## src/rtl/maxpool_pkg.sv

```systemverilog
// Shared definitions for the 2x2 max-pooling stream engine:
// default pixel width, argmax position codes, row-phase enum and
// a constant-friendly ceil(log2) used to size the position counters.
package maxpool_pkg;

  localparam int DATA_W_DEF = 32;

  // Argmax window positions
  localparam logic [1:0] IDX_TL = 2'd0;
  localparam logic [1:0] IDX_TR = 2'd1;
  localparam logic [1:0] IDX_BL = 2'd2;
  localparam logic [1:0] IDX_BR = 2'd3;

  typedef enum logic {
    EVEN_ROW = 1'b0,
    ODD_ROW  = 1'b1
  } phase_t;

  // Bits needed to index v entries; never less than 1 so counters stay legal
  function automatic int clog2(input int v);
    int r;
    r = 1;
    for (int i = 1; i < 31; i++) begin
      if ((32'd1 << i) < v) begin
        r = i + 1;
      end
    end
    return r;
  endfunction

endpackage

```

## src/rtl/maxpool2x2_stream_if.sv

```systemverilog
// Pixel-in / pooled-value-out handshake bundle for maxpool2x2_stream.
// master = the side that feeds pixels and drains results, slave = the engine.
interface maxpool2x2_stream_if
  import maxpool_pkg::*;
#(
  parameter int DATA_W = DATA_W_DEF
);
  logic              in_valid;
  logic              in_ready;
  logic              in_sof;
  logic [DATA_W-1:0] in_data;
  logic              out_valid;
  logic              out_ready;
  logic [DATA_W-1:0] out_data;
  logic              out_last;
  logic [1:0]        out_idx;

  modport master (
    output in_valid, in_sof, in_data, out_ready,
    input  in_ready, out_valid, out_data, out_last, out_idx
  );

  modport slave (
    input  in_valid, in_sof, in_data, out_ready,
    output in_ready, out_valid, out_data, out_last, out_idx
  );
endinterface

```

## src/rtl/maxpool2x2_stream_pool_max2.sv

```systemverilog
// pool_max2: combinational two-input maximum.
// sel=0 picks a, sel=1 picks b; b only wins when strictly greater, so on a
// tie the earlier operand (a) is kept. SIGNED selects two's-complement order.
module pool_max2 #(
  parameter int DATA_W = 32,
  parameter int SIGNED = 1
) (
  input  logic [DATA_W-1:0] a,
  input  logic [DATA_W-1:0] b,
  output logic [DATA_W-1:0] max_val,
  output logic              sel
);

  // Strict greater-than compare in the configured number system
  always_comb begin
    sel = 1'b0;
    if (SIGNED != 0) begin
      sel = ($signed(b) > $signed(a));
    end else begin
      sel = (b > a);
    end
    max_val = sel ? b : a;
  end

endmodule

```

## src/rtl/maxpool2x2_stream.sv

```systemverilog
// maxpool2x2_stream: streaming 2x2 / stride-2 max pooling of one channel.
// Raster pixels come in one per handshake; even rows store horizontal pair
// maxima in a half-width line buffer, odd rows combine them with the current
// pair and emit one pooled value per window.
// Optional build macro: MAXPOOL_ARGMAX_EN drives out_idx with the winning
// window position (line buffer keeps one extra bit for the top-row winner).
module maxpool2x2_stream
  import maxpool_pkg::*;
#(
  parameter int DATA_W = DATA_W_DEF,
  parameter int SIGNED = 1,
  parameter int IMG_W  = 28,
  parameter int IMG_H  = 28
) (
  input logic          clk,
  input logic          rst,
  maxpool2x2_stream_if.slave bus
);

  localparam int HALF_W   = IMG_W / 2;
  localparam int COL_W    = clog2(IMG_W);
  localparam int ROW_W    = clog2(IMG_H);
  localparam int LB_AW    = clog2(HALF_W);
  localparam int LAST_COL = IMG_W - 1;
  localparam int LAST_ROW = IMG_H - 1;
  // Row of the final window: an odd trailing row never closes a window
  localparam int LAST_OUT_ROW = IMG_H - 1 - (IMG_H % 2);
`ifdef MAXPOOL_ARGMAX_EN
  localparam int LB_W = DATA_W + 1;
`else
  localparam int LB_W = DATA_W;
`endif

  logic [COL_W-1:0]  col_r, col_eff_s, col_nxt_s;
  logic [ROW_W-1:0]  row_r, row_eff_s, row_nxt_s;
  phase_t            phase_r, phase_eff_s, phase_nxt_s;
  logic [DATA_W-1:0] h_reg_r;
  logic [LB_W-1:0]   lbuf_r [HALF_W];

  logic              accept_s;
  logic              odd_col_s;
  logic              close_s;
  logic              write_s;
  logic              last_s;
  logic [LB_AW-1:0]  lb_addr_s;
  logic [LB_W-1:0]   lb_rd_s;
  logic [LB_W-1:0]   lb_wr_s;
  logic [DATA_W-1:0] top_data_s;
  logic [DATA_W-1:0] hmax_s;
  logic [DATA_W-1:0] vmax_s;
  logic              hsel_s;
  logic              vsel_s;
  logic [1:0]        idx_s;

  logic              out_valid_r;
  logic [DATA_W-1:0] out_data_r;
  logic              out_last_r;
  logic [1:0]        out_idx_r;

  assign bus.in_ready  = ~out_valid_r | bus.out_ready;
  assign accept_s      = bus.in_valid & bus.in_ready;
  assign bus.out_valid = out_valid_r;
  assign bus.out_data  = out_data_r;
  assign bus.out_last  = out_last_r;

  // Position of the current pixel: start-of-frame overrides the counters
  always_comb begin
    col_eff_s   = col_r;
    row_eff_s   = row_r;
    phase_eff_s = phase_r;
    if (bus.in_sof) begin
      col_eff_s   = '0;
      row_eff_s   = '0;
      phase_eff_s = EVEN_ROW;
    end else begin
      col_eff_s   = col_r;
      row_eff_s   = row_r;
      phase_eff_s = phase_r;
    end
  end

  assign odd_col_s  = col_eff_s[0];
  assign lb_addr_s  = LB_AW'(col_eff_s >> 1);
  assign lb_rd_s    = lbuf_r[lb_addr_s];
  assign top_data_s = lb_rd_s[DATA_W-1:0];
  // Even rows only write the line buffer, odd rows only read it, so the two
  // ports can never collide on one entry.
  assign write_s    = accept_s & odd_col_s & (phase_eff_s == EVEN_ROW);
  assign close_s    = accept_s & odd_col_s & (phase_eff_s == ODD_ROW);
  assign last_s     = (row_eff_s == ROW_W'(LAST_OUT_ROW)) &&
                      (lb_addr_s == LB_AW'(HALF_W - 1));

  // Horizontal pair: left pixel (held) versus the current right pixel
  pool_max2 #(.DATA_W(DATA_W), .SIGNED(SIGNED)) u_hmax (
    .a       (h_reg_r),
    .b       (bus.in_data),
    .max_val (hmax_s),
    .sel     (hsel_s)
  );

  // Vertical pair: stored top-row maximum versus the bottom-row maximum
  pool_max2 #(.DATA_W(DATA_W), .SIGNED(SIGNED)) u_vmax (
    .a       (top_data_s),
    .b       (hmax_s),
    .max_val (vmax_s),
    .sel     (vsel_s)
  );

`ifdef MAXPOOL_ARGMAX_EN
  logic top_sel_s;
  assign top_sel_s     = lb_rd_s[DATA_W];
  assign lb_wr_s       = {hsel_s, hmax_s};
  assign idx_s         = vsel_s ? (hsel_s    ? IDX_BR : IDX_BL)
                                : (top_sel_s ? IDX_TR : IDX_TL);
  assign bus.out_idx   = out_idx_r;
`else
  logic unused_sel_s;
  assign unused_sel_s  = ^{hsel_s, vsel_s, out_idx_r};
  assign lb_wr_s       = hmax_s;
  assign idx_s         = IDX_TL;
  assign bus.out_idx   = 2'b00;
`endif

  // Raster advance: column wraps into the next row, last row wraps the frame
  always_comb begin
    col_nxt_s   = col_eff_s + COL_W'(1);
    row_nxt_s   = row_eff_s;
    phase_nxt_s = phase_eff_s;
    if (col_eff_s == COL_W'(LAST_COL)) begin
      col_nxt_s = '0;
      if (row_eff_s == ROW_W'(LAST_ROW)) begin
        row_nxt_s   = '0;
        phase_nxt_s = EVEN_ROW;
      end else begin
        row_nxt_s   = row_eff_s + ROW_W'(1);
        phase_nxt_s = (phase_eff_s == EVEN_ROW) ? ODD_ROW : EVEN_ROW;
      end
    end else begin
      col_nxt_s = col_eff_s + COL_W'(1);
    end
  end

  // Position counters and row phase, updated on every accepted pixel
  always_ff @(posedge clk or posedge rst) begin
    if (rst) begin
      col_r   <= '0;
      row_r   <= '0;
      phase_r <= EVEN_ROW;
    end else if (accept_s) begin
      col_r   <= col_nxt_s;
      row_r   <= row_nxt_s;
      phase_r <= phase_nxt_s;
    end
  end

  // Hold the left pixel of each horizontal pair
  always_ff @(posedge clk or posedge rst) begin
    if (rst) begin
      h_reg_r <= '0;
    end else if (accept_s && !odd_col_s) begin
      h_reg_r <= bus.in_data;
    end
  end

  // Line buffer of top-row pair maxima; contents survive reset by design
  always_ff @(posedge clk) begin
    if (write_s) begin
      lbuf_r[lb_addr_s] <= lb_wr_s;
    end
  end

  // Output register: load on window close, otherwise clear once consumed
  always_ff @(posedge clk or posedge rst) begin
    if (rst) begin
      out_valid_r <= 1'b0;
      out_data_r  <= '0;
      out_last_r  <= 1'b0;
      out_idx_r   <= 2'b00;
    end else if (close_s) begin
      out_valid_r <= 1'b1;
      out_data_r  <= vmax_s;
      out_last_r  <= last_s;
      out_idx_r   <= idx_s;
    end else if (bus.out_ready) begin
      out_valid_r <= 1'b0;
    end
  end

endmodule

```

## src/flat_wrapper.sv

```systemverilog
// flat-port wrapper written by rule: the top's interface ports become plain ports
module maxpool2x2_stream_flat import maxpool_pkg::*;
#(
  parameter int DATA_W = DATA_W_DEF,
  parameter int SIGNED = 1,
  parameter int IMG_W  = 28,
  parameter int IMG_H  = 28
)
  (clk, rst, bus_in_valid, bus_in_sof, bus_in_data, bus_out_ready, bus_in_ready, bus_out_valid, bus_out_data, bus_out_last, bus_out_idx);
  maxpool2x2_stream_if #(.DATA_W(DATA_W)) bus_i ();
  input logic clk;
  input logic rst;
  input wire logic [$bits(bus_i.in_valid)-1:0] bus_in_valid;
  input wire logic [$bits(bus_i.in_sof)-1:0] bus_in_sof;
  input wire logic [$bits(bus_i.in_data)-1:0] bus_in_data;
  input wire logic [$bits(bus_i.out_ready)-1:0] bus_out_ready;
  output wire logic [$bits(bus_i.in_ready)-1:0] bus_in_ready;
  output wire logic [$bits(bus_i.out_valid)-1:0] bus_out_valid;
  output wire logic [$bits(bus_i.out_data)-1:0] bus_out_data;
  output wire logic [$bits(bus_i.out_last)-1:0] bus_out_last;
  output wire logic [$bits(bus_i.out_idx)-1:0] bus_out_idx;
  assign bus_i.in_valid = bus_in_valid;
  assign bus_i.in_sof = bus_in_sof;
  assign bus_i.in_data = bus_in_data;
  assign bus_i.out_ready = bus_out_ready;
  assign bus_in_ready = bus_i.in_ready;
  assign bus_out_valid = bus_i.out_valid;
  assign bus_out_data = bus_i.out_data;
  assign bus_out_last = bus_i.out_last;
  assign bus_out_idx = bus_i.out_idx;
  maxpool2x2_stream #(.DATA_W(DATA_W), .SIGNED(SIGNED), .IMG_W(IMG_W), .IMG_H(IMG_H)) u_core (.clk(clk), .rst(rst), .bus(bus_i));
endmodule
```

## config.mk

```make
export PLATFORM = sky130hd
export DESIGN_NAME = maxpool2x2_stream_flat
export DESIGN_NICKNAME = d
export VERILOG_FILES = /design/src/rtl/maxpool_pkg.sv /design/src/rtl/maxpool2x2_stream_if.sv /design/src/rtl/maxpool2x2_stream_pool_max2.sv /design/src/rtl/maxpool2x2_stream.sv /design/src/flat_wrapper.sv
export SDC_FILE = /design/constraint.sdc
export NUM_CORES = 1
export LEC_CHECK = 0
export BUFFER_PORTS_ARGS = -buffer_cell sky130_fd_sc_hd__buf_2
export CAP_MARGIN = 20
export CORE_MARGIN = 2
export CORE_UTILIZATION = 40
export CTS_CLUSTER_DIAMETER = 60
export CTS_CLUSTER_SIZE = 8
export DETAILED_ROUTE_END_ITERATION = 10
export PLACE_DENSITY_LB_ADDON = 0.05
export SLEW_MARGIN = 10
export SYNTH_ARGS = -nofsm -noshare
export SYNTH_HDL_FRONTEND = slang
export SYNTH_SLANG_ARGS = --single-unit
```

## constraint.sdc

```tcl
create_clock -name clk -period 13.2 [get_ports clk]
set_clock_uncertainty 0.2 [all_clocks]
set_input_delay 2.64 -clock clk [delete_from_list [all_inputs] [get_ports clk]]
set_output_delay 2.64 -clock clk [all_outputs]
set_load 0.01 [all_outputs]
```

# [Word level (Yosys, flattened, before mapping)]
# Memories as Yosys holds them, arrays and structs flattened.
# Cells that the tools add are included.
[totals] ff_bits=77 ramBits=448 output_inout_bits=37 elab_cells=41 mem_count=1
[mem_list] memory="u_core.lbuf_r" words=14 word_bits=32 read_ports=1 rd_clocked_by_memory_dff=0 write_ports=1 line="maxpool2x2_stream.sv:38" source="logic [LB_W-1:0] lbuf_r [HALF_W];"
[classes] add_sub_neg=2 order_cmp=2 eq_ne=3 n_mux=15 n_bitwise=7 reduce_logical=4
[op_table] operator="greater-than comparator 32 bit" count=2
[op_table] operator="2-to-1 mux 32 bit" count=2
[op_table] operator="2-to-1 mux 5 bit" count=5
[op_table] operator="adder 5 x 1 -> 5 bit, second input constant" count=2
[op_table] operator="== test 5 bit, second input constant" count=2
[op_table] operator="2-to-1 mux 1 bit" count=8
[op_table] operator="AND 1 bit" count=4
[op_table] operator="== test 4 bit, second input constant" count=1
[op_table] operator="logical AND 1 bit" count=2
[op_table] operator="NOT 1 bit" count=2
[op_table] operator="nonzero test 2 bit" count=1
[op_table] operator="logical NOT 1 bit" count=1
[op_table] operator="OR 1 bit" count=1

# [Logic depth before layout (Yosys ltp)]
# Gate-level depths: netlist (run 1).
[depth] depth_word=7 ltp_mapped=23

# [Cells and area by module]
# A second synthesis (run 1) with hierarchy kept.
[unflattened] hier_cells=1795 hier_area_um2=24908.9
[by_module_without_submodules] mod="maxpool2x2_stream" n_inst=1 cells_each=1171 area_per_inst_um2=20254.4 seq_area_each_um2=15379.8
[by_module_without_submodules] mod="pool_max2" n_inst=2 cells_each=312 area_per_inst_um2=2327.2 seq_area_each_um2=0.0

# [Least setup slack after synthesis (run 1)]
# OpenSTA, ideal clock, no wires.
[synth_timing] kind="in2reg" start="input port bus_in_data[31]" end="register u_core.out_data_r[10], in the netlist u_core.bus.out_data[10]" setup_ns=0.121 t_arrival_ns=6.781 path_slack_ns=6.098 stages=19 path_buffers=4 path_cell_list="ha_1 -> nand4_2 -> nor4_2 -> nand2_1 -> o32a_1 -> and2_4 -> buf_4 -> buf_2 -> o21ai_1 -> ha_1 -> a21oi_1 -> nand2_1 -> a21o_1 -> o41ai_1 -> a31o_1 -> clkbuf_1 -> clkbuf_1 -> a21oi_1 -> a22o_1"
[synth_via] elab_chain_cells=4
[synth_rtl] element="start, declared" line="flat_wrapper.sv:15" source="input wire logic [$bits(bus_i.in_data)-1:0] bus_in_data;"
[synth_rtl] element="greater-than comparator 32 bit" line="maxpool2x2_stream_pool_max2.sv:18" source="sel = ($signed(b) > $signed(a));"
[synth_rtl] element="2-to-1 mux 32 bit" line="maxpool2x2_stream_pool_max2.sv:22" source="max_val = sel ? b : a;"
[synth_rtl] element="via u_core.hmax_s[14]" line="maxpool2x2_stream.sv:49" source="logic [DATA_W-1:0] hmax_s;"
[synth_rtl] element="greater-than comparator 32 bit" line="maxpool2x2_stream_pool_max2.sv:18"
[synth_rtl] element="2-to-1 mux 32 bit" line="maxpool2x2_stream_pool_max2.sv:22"
[synth_rtl] element="end signal, assigned" line="maxpool2x2_stream.sv:181" source="out_data_r <= vmax_s;"
[synth_rtl] element="end, declared" line="maxpool2x2_stream.sv:56" source="logic [DATA_W-1:0] out_data_r;"
# The timed path passes the listed nets, and every way through them passes these cells.
# A chain may end at the register's enable or synchronous reset.

# [Worst setup path in the final report (run 1)]
[layout_timing] start="input port bus_in_data[17]" end="register u_core.out_data_r[0], in the netlist u_core.bus.out_data[0]"
# Same word-level chain as after synthesis.

==> results of run 1 <==
worst max-delay path, cell delays in order:
cell and delay (ns):
buf_2 0.13, ha_1 0.31, a21oi_1 0.19, o21ai_1 0.12, a22oi_1 0.22, nor3b_1 0.43
o32a_2 0.80, and2_4 0.88, o21ai_1 0.55, ha_1 0.59, nand4_1 0.24, nor4_1 0.79
nand2_1 0.11, o21ai_0 0.11, a31o_2 0.64, buf_4 0.47, nor2_1 0.12, a221o_1 0.35
synthesized netlist by cell type (all sizes together), types with 13 or more instances:
| master | n | area share |
|---|---|---|
| a31oi | 30 | 0.0085 |
| nor3 | 36 | 0.015 |
| dfrtp | 77 | 0.087 |
| a22o | 61 | 0.024 |
| nand3 | 13 | 0.0030 |
| clkbuf | 61 | 0.010 |
| mux2i | 33 | 0.015 |
| o21ai | 78 | 0.018 |
| o22ai | 30 | 0.0085 |
| mux2 | 36 | 0.019 |
| ha | 66 | 0.037 |
| nand4 | 17 | 0.0051 |
| buf | 42 | 0.010 |
| a21oi | 127 | 0.029 |
| nand2 | 72 | 0.012 |
| edfxtp | 448 | 0.61 |
| nor2 | 24 | 0.0041 |
| a22oi | 126 | 0.043 |
| inv | 36 | 0.0061 |
| a221oi | 32 | 0.013 |
state kept, by name, summed over array words and instances (netlist names):
name / cells
u_core.h_reg_r: 32
u_core.col_r: 5
u_core.bus.out_valid: 1
u_core.lbuf_r: 448
u_core.row_r: 5
u_core.bus.out_last: 1
u_core.bus.out_data: 32
u_core.phase_r: 1
kinds of logic after synthesis:
family | after synthesis | share of synthesized area
fa+ha+maj | 66 | 0.0375
compound gates | 513 | 0.156
mux | 69 | 0.0336
xor+xnor | 1 | 0.000398
simple gates | 189 | 0.0481
buf+inv | 139 | 0.0267
other cells | 1 | 0.000170
flops | 525 | 0.698
path summary, 6_finish.rpt:
check | startpoint | endpoint | slack [ns] | depth (start not counted)
worst max-delay path | bus_in_data[17] | u_core.bus.out_data[0] | 3.71 | 18
worst min-delay path | u_core.bus.out_last | u_core.bus.out_last | 0.28 | 2
worst max register to register | u_core.h_reg_r[17] | u_core.bus.out_data[0] | 5.51 | 18
worst min register to register | u_core.bus.out_last | u_core.bus.out_last | 0.28 | 2
max in group asynchronous | rst | u_core.h_reg_r[27] | 9.87 | 3
min in group asynchronous | rst | u_core.h_reg_r[1] | 1.88 | 2
per-layer routing:
layer | global-route usage | part of all wire | vias up
met2 | 0.368 | 0.46 | 388
met1 | 0.338 | 0.46 | 7026
met3 | 0.0412 | 0.048 | 123
met4 | 0.0725 | 0.027 | 2
li1 | - | - | 6192
met5 | 0 | 0.00020 | -
power groups by stage:
stage               Clock (mW)  Sequential [mW]  Combinational, mW
floorplan                    0             1.98              0.563
CTS                       1.82             1.96              0.835
global route              1.89             1.97              0.929
global placement             0             1.99              0.826
finish                    1.78             1.96              0.840
detailed placement           0             2.00              0.832
area by class of cell:
| type | instances | area [um2] |
|---|---|---|
| clock buffers | 126 | 2140 |
| diodes | 2 | 5.00 |
| inverters | 36 | 138 |
| multi-input cells | 840 | 6240 |
| repair buffers | 107 | 651 |
| flip-flops and latches | 525 | 15400 |
| fillers | 4819 | 29300 |
| well taps | 704 | 881 |
| clock inverters | 3 | 26.3 |
==> metrics, run 1 <==
total global-route track usage 0.236; sw frac 0.283; run status complete, no violations; Data arrival, critical path 9.77 ns; layout cells sized above 1 0.175; vias in the first global route 13900; Slew Viols, Final 0; min cycle time layout 9.49 ns; total grt overflow 0; Worst-path clk slew 0.05 ns; site row count 86; hold slack 0.279 ns; non-filler cells, final 2343; Die W 239 um; Max-slew headroom 0.216; register bit count reported by yosys 525; Peak VDD IR 0.0986 mV; cts hold-fix bufs 0; Post-Synthesis Cell Area 22000 um2; Primary FF master, synth edfxtp_1; Cells after DPL 2205; synth warn 0; H-tree lvl count 3; DP HPWL 35.9 mm; setup repair bufs after CTS 0; clk sink count 525; starting density of the core 0.402; Setup TNS 0 ns; RSZ-0062 raised after global routing no; post_cts resized 0; Leak 8.94 nW; final total power 4.59 mW; Hold Crit Class register to register; # IOs 74; clk buf depth 3; fraction of registers with async set/reset 0.147; critical path class primary input to register; CP Launch Type primary input; count of final setup violators 0; drt via density 5.86; final hold violations 0; total vias in the final route 13700; die area 57000 um2; core box area 54800 um2; Fmax 105 MHz; die height 239 um; final WL 66.2 mm; antenna violations before repair 3; clk_lat worst skew 0.61 ns; area growth from synthesis to layout 15.6%; EDFF count, synth 448; final core occ 0.465; post-synth cell types 60; cell internal pwr 3.29 mW; max cap viols 0; Pre-Repair DR Iteration Count 7; post-route ant nets 0; routability cong. 0.784; register share of total power 0.428; Design Area, Final 25500 um2; worst slack at placement 3.12 ns; Max FO, Critical Path 92; nets 1689; syn_area_per_cell 14.7 um2; CP required 13.48 ns; CTS tree done; most frequent cells in the layout edfxtp_1, a21oi_1, a22oi_1, clkbuf_16, dfrtp_1; crit share post-route 0.719; Critical Path End Type register; drt drc 0; clk root buf clkbuf_16; Detailed Route Iter0 Violations 1160; final worst setup slack 3.71 ns; port bufs 71; P_sw 1.30 mW; combinational share of power 0.183; routed length per instance 28.2 um; Seq/Total Area, Yosys 0.698; Num CTS Buffers 76; Mapped Cells 1503; Clk pwr share 0.389; Pwr Density 180 nW/um2; dpl cell area 23200 um2; largest net degree at the start of global routing 98; most common cell after layout, fill and taps aside edfxtp_1; first-pass GRT wire length 96.1 mm; Worst-Margin Slew 1.17 ns
(Power assumes the default switching activity.)
==> run 2: changes to the inputs <==
Settings changed: ABC_AREA set to 1.
Clock period 13.2 ns to 7.61 ns, I/O delays scaled along.
==> run 2 against run 1 <==
Against the previous run:
- sequential share of layout area is 0.88 points lower
- core utilization is 0.51 points higher
- die area is 0.57% higher
- critical path depth is 6 higher
- area after synthesis rose by 0.58%
- largest cell class unchanged
==> metrics, run 2 <==
area growth from synthesis to layout 16.6% (was 15.6%); starting density of the core 0.403 (was 0.402); Largest delay share family, worst path simple AND/OR/NAND/NOR gates (was compound AO/OA/AOI/OAI gates); Peak VDD IR 0.179 mV (was 0.0986 mV); total vias in the final route 14800 (was 13700); Hold Crit Class register to register (unchanged); most common cell after layout, fill and taps aside edfxtp_1 (unchanged); r2r setup slk 2.18 ns (was 5.51 ns); Critical Path End Type register (unchanged); vias in the first global route 15000 (was 13900); Design Area, Final 25800 um2 (was 25500 um2); critical path class primary input to register (unchanged); Clk pwr share 0.381 (was 0.389); synth warn 0 (unchanged); RR Endpoint u_core.bus.out_data[10] (was u_core.bus.out_data[0]); site row count 86 (unchanged); clk buf depth 3 (unchanged); Diodes inserted 0 (was 2); final WL 66.9 mm (was 66.2 mm); CP Launch Type primary input (unchanged); Data arrival, critical path 6.37 ns (was 9.77 ns); antenna violations before repair 0 (was 3); clk root buf clkbuf_16 (unchanged); cell internal pwr 5.82 mW (was 3.29 mW); DP HPWL 38.7 mm (was 35.9 mm); die area 57300 um2 (was 57000 um2); Buf+Inv Stages, Crit Path 5 (was 2); hold_sp u_core.bus.out_data[26] (was u_core.bus.out_last); clk sink count 525 (unchanged); EDFF count, synth 448 (unchanged); run status complete, no violations (unchanged); register share of total power 0.428 (about the same); most used cell, CP nand2_1; post-synth cell types 41 (was 60); nets 1978 (was 1689); combinational share of power 0.191 (was 0.183); first-pass GRT wire length 98.9 mm (was 96.1 mm); total grt overflow 0 (unchanged); Post-Synthesis Cell Area 22200 um2 (was 22000 um2); clk_lat worst skew 0.61 ns (about the same); dominant cells by area after synthesis edfxtp_1, dfrtp_1, a22oi_1 (unchanged); Num CTS Buffers 76 (unchanged); port bufs 71 (unchanged); Leak 9.74 nW (was 8.94 nW); Pwr Density 320 nW/um2 (was 180 nW/um2); CP required 7.89 ns (was 13.48 ns); Seq/Total Area, Yosys 0.694 (was 0.698); post-route ant nets 0 (unchanged); total global-route track usage 0.238 (was 0.236); syn_area_per_cell 12.6 um2 (was 14.7 um2); worst r2r src u_core.h_reg_r[7] (was u_core.h_reg_r[17]); count of final setup violators 0 (unchanged); Worst-path clk slew 0.05 ns (about the same); sw frac 0.296 (was 0.283); max cap viols 0 (unchanged); routability cong. 0.773 (was 0.784); post_cts resized 0 (unchanged); slowest CP cell nor2_4 (was and2_4); Detailed Route Iter0 Violations 1440 (was 1160); max FFs per register 448 (unchanged); # IOs 74 (unchanged); layout cells sized above 1 0.140 (was 0.175); dpl cell area 23600 um2 (was 23200 um2); largest net degree at the start of global routing 72 (was 98); Slew Viols, Final 0 (unchanged); Max-slew headroom 0.325 (was 0.216); P_sw 2.44 mW (was 1.30 mW); routed length per instance 24.9 um (was 28.2 um); Yosys top cell by area edfxtp_1 (unchanged); most frequent cell after synthesis edfxtp_1 (unchanged); Worst-Margin Slew 1.01 ns (was 1.17 ns); cts hold-fix bufs 0 (unchanged); Hold Path Stages 2 (unchanged); core box area 55000 um2 (was 54800 um2); CP Cell Sequence buf_2 > inv_2 > nand2_4 > inv_4 > nor2_4 > buf_4 > a22oi_1 > nand2_1 > nand2_1 > o21ai_0 > nor3_2 > ha_1 > nand2_1 > nor2_1 > nand4_1 > nor3b_1 > nand2_1 > nand2_1 > nand2_1 > a21boi_4 > buf_4 > nand3_1 > nand2_1 > nand2_1 (was buf_2 > ha_1 > a21oi_1 > o21ai_1 > a22oi_1 > nor3b_1 > o32a_2 > and2_4 > o21ai_1 > ha_1 > nand4_1 > nor4_1 > nand2_1 > o21ai_0 > a31o_2 > buf_4 > nor2_1 > a221o_1); Max FO, Critical Path 35 (was 92); Max stage delay on crit path 0.71 ns (was 0.88 ns); min cycle time layout 6.09 ns; final core occ 0.470 (was 0.465); RSZ-0062 raised after global routing no (unchanged); drt via density 5.53 (was 5.86); Setup TNS 0 ns (unchanged); H-tree lvl count 3 (unchanged); fraction of registers with async set/reset 0.147 (unchanged); drt drc 0 (unchanged); most frequent cells in the layout edfxtp_1, nand2_1, a22oi_1, a21oi_1, nor2_1 (was edfxtp_1, a21oi_1, a22oi_1, clkbuf_16, dfrtp_1); hold path endpoint u_core.bus.out_data[26] (was u_core.bus.out_last); setup repair bufs after CTS 0 (unchanged); register bit count reported by yosys 525 (unchanged); die height 239 um (about the same); Mapped Cells 1762 (was 1503); Primary FF master, synth edfxtp_1 (unchanged); Pre-Repair DR Iteration Count 5 (was 7); Top reg by flops u_core.lbuf_r (unchanged); final hold violations 0 (unchanged); crit share post-route 0.801; Fmax 164 MHz; post-synth top area share 0.607 (was 0.611); Die W 239 um (about the same); CTS tree done (unchanged); Worst R2R Path Depth 28 (was 18); Synth top cells by count edfxtp_1, nand2_1, a22oi_1 (was edfxtp_1, a21oi_1, a22oi_1); final total power 8.27 mW (was 4.59 mW)
[run 2: cell types whose count changed after synthesis, sizes merged, moves of 36 or more]
cell / change
nand2: +254
nor2: +89
a22oi: +63
a22o: -61
inv: +42
mux2: -36
[run 2: kinds of logic (layout without fill, tap and decap cells)]
family | Yosys count | count (layout) | share of synthesized area
simple gates | 562 | 562 | 0.113
fa+ha+maj | 66 | 66 | 0.0373
buf+inv | 170 | 345 | 0.0329
xor+xnor | 2 | 2 | 0.000791
flops | 525 | 525 | 0.694
other cells | 1 | 2 | 0.000169
compound gates | 436 | 436 | 0.121
[run 2: power by group through the flow]
| stage | logic (mW) | clock network, mW | registers (mW) |
|---|---|---|---|
| 6_report | 1.58 | 3.15 | 3.54 |
| 5_1_grt | 1.77 | 3.33 | 3.55 |
| 4_1_cts | 1.58 | 3.21 | 3.54 |
| 3_5_place_dp | 1.58 | 0 | 3.59 |
| 3_3_place_gp | 1.56 | 0 | 3.59 |
| 2_1_floorplan | 0.945 | 0 | 3.59 |
[run 2: worst max path at each step]
stage | startpoint | to | slack [ns] | cells after the start
final | bus_in_sof | u_core.bus.out_data[10] | 1.52 | 24
after global routing | bus_in_data[7] | u_core.bus.out_data[8] | 1.05 | 28
after global placement | bus_in_sof | u_core.bus.out_data[3] | 0.97 | 24
after detailed placement | bus_in_sof | u_core.bus.out_data[13] | 0.92 | 24
after CTS | bus_in_sof | u_core.bus.out_data[4] | 1.53 | 24
after floorplan | bus_in_data[31] | u_core.bus.out_data[0] | 2.60 | 24
[run 2: per-layer routing]
| metal | part of all wire | global-route usage | routed length (um) |
|---|---|---|---|
| met4 | 0.023 | 0.0763 | 1550 |
| met3 | 0.061 | 0.0373 | 4110 |
| met2 | 0.46 | 0.377 | 30800 |
| met1 | 0.46 | 0.336 | 30500 |
| met5 | 0 | 0 | 0 |
[run 2: final cells by class]
cell class                 count  area (um2)
multi-input combinational   1068        6200
timing repair buffer         125         811
clock buffer                 134        2150
inverter                      79         302
sequential                   525       15400
clock inverter                 7        63.8
tap                          748         936
fill                        4952       29100
[run 2: through the flow]
stage | hold slack, ns | instances | setup WS, ns
after global routing | 0.311 | 2686 | 1.05
after global placement | 0.267 | 2545 | 0.969
final | 0.271 | 2686 | 1.52
after floorplan | 0.279 | 1763 | 2.60
after CTS | 0.276 | 2686 | 1.53
after detailed placement | 0.262 | 2545 | 0.919
[run 2: worst reg2reg max path, delay by kind of cell, from the launching register on]
kind,cells,cell delay [ns]
simple gates,21,2.76
buf+inv,3,0.92
flops,1,0.34
fa+ha+maj,2,0.64
compound gates,2,0.43
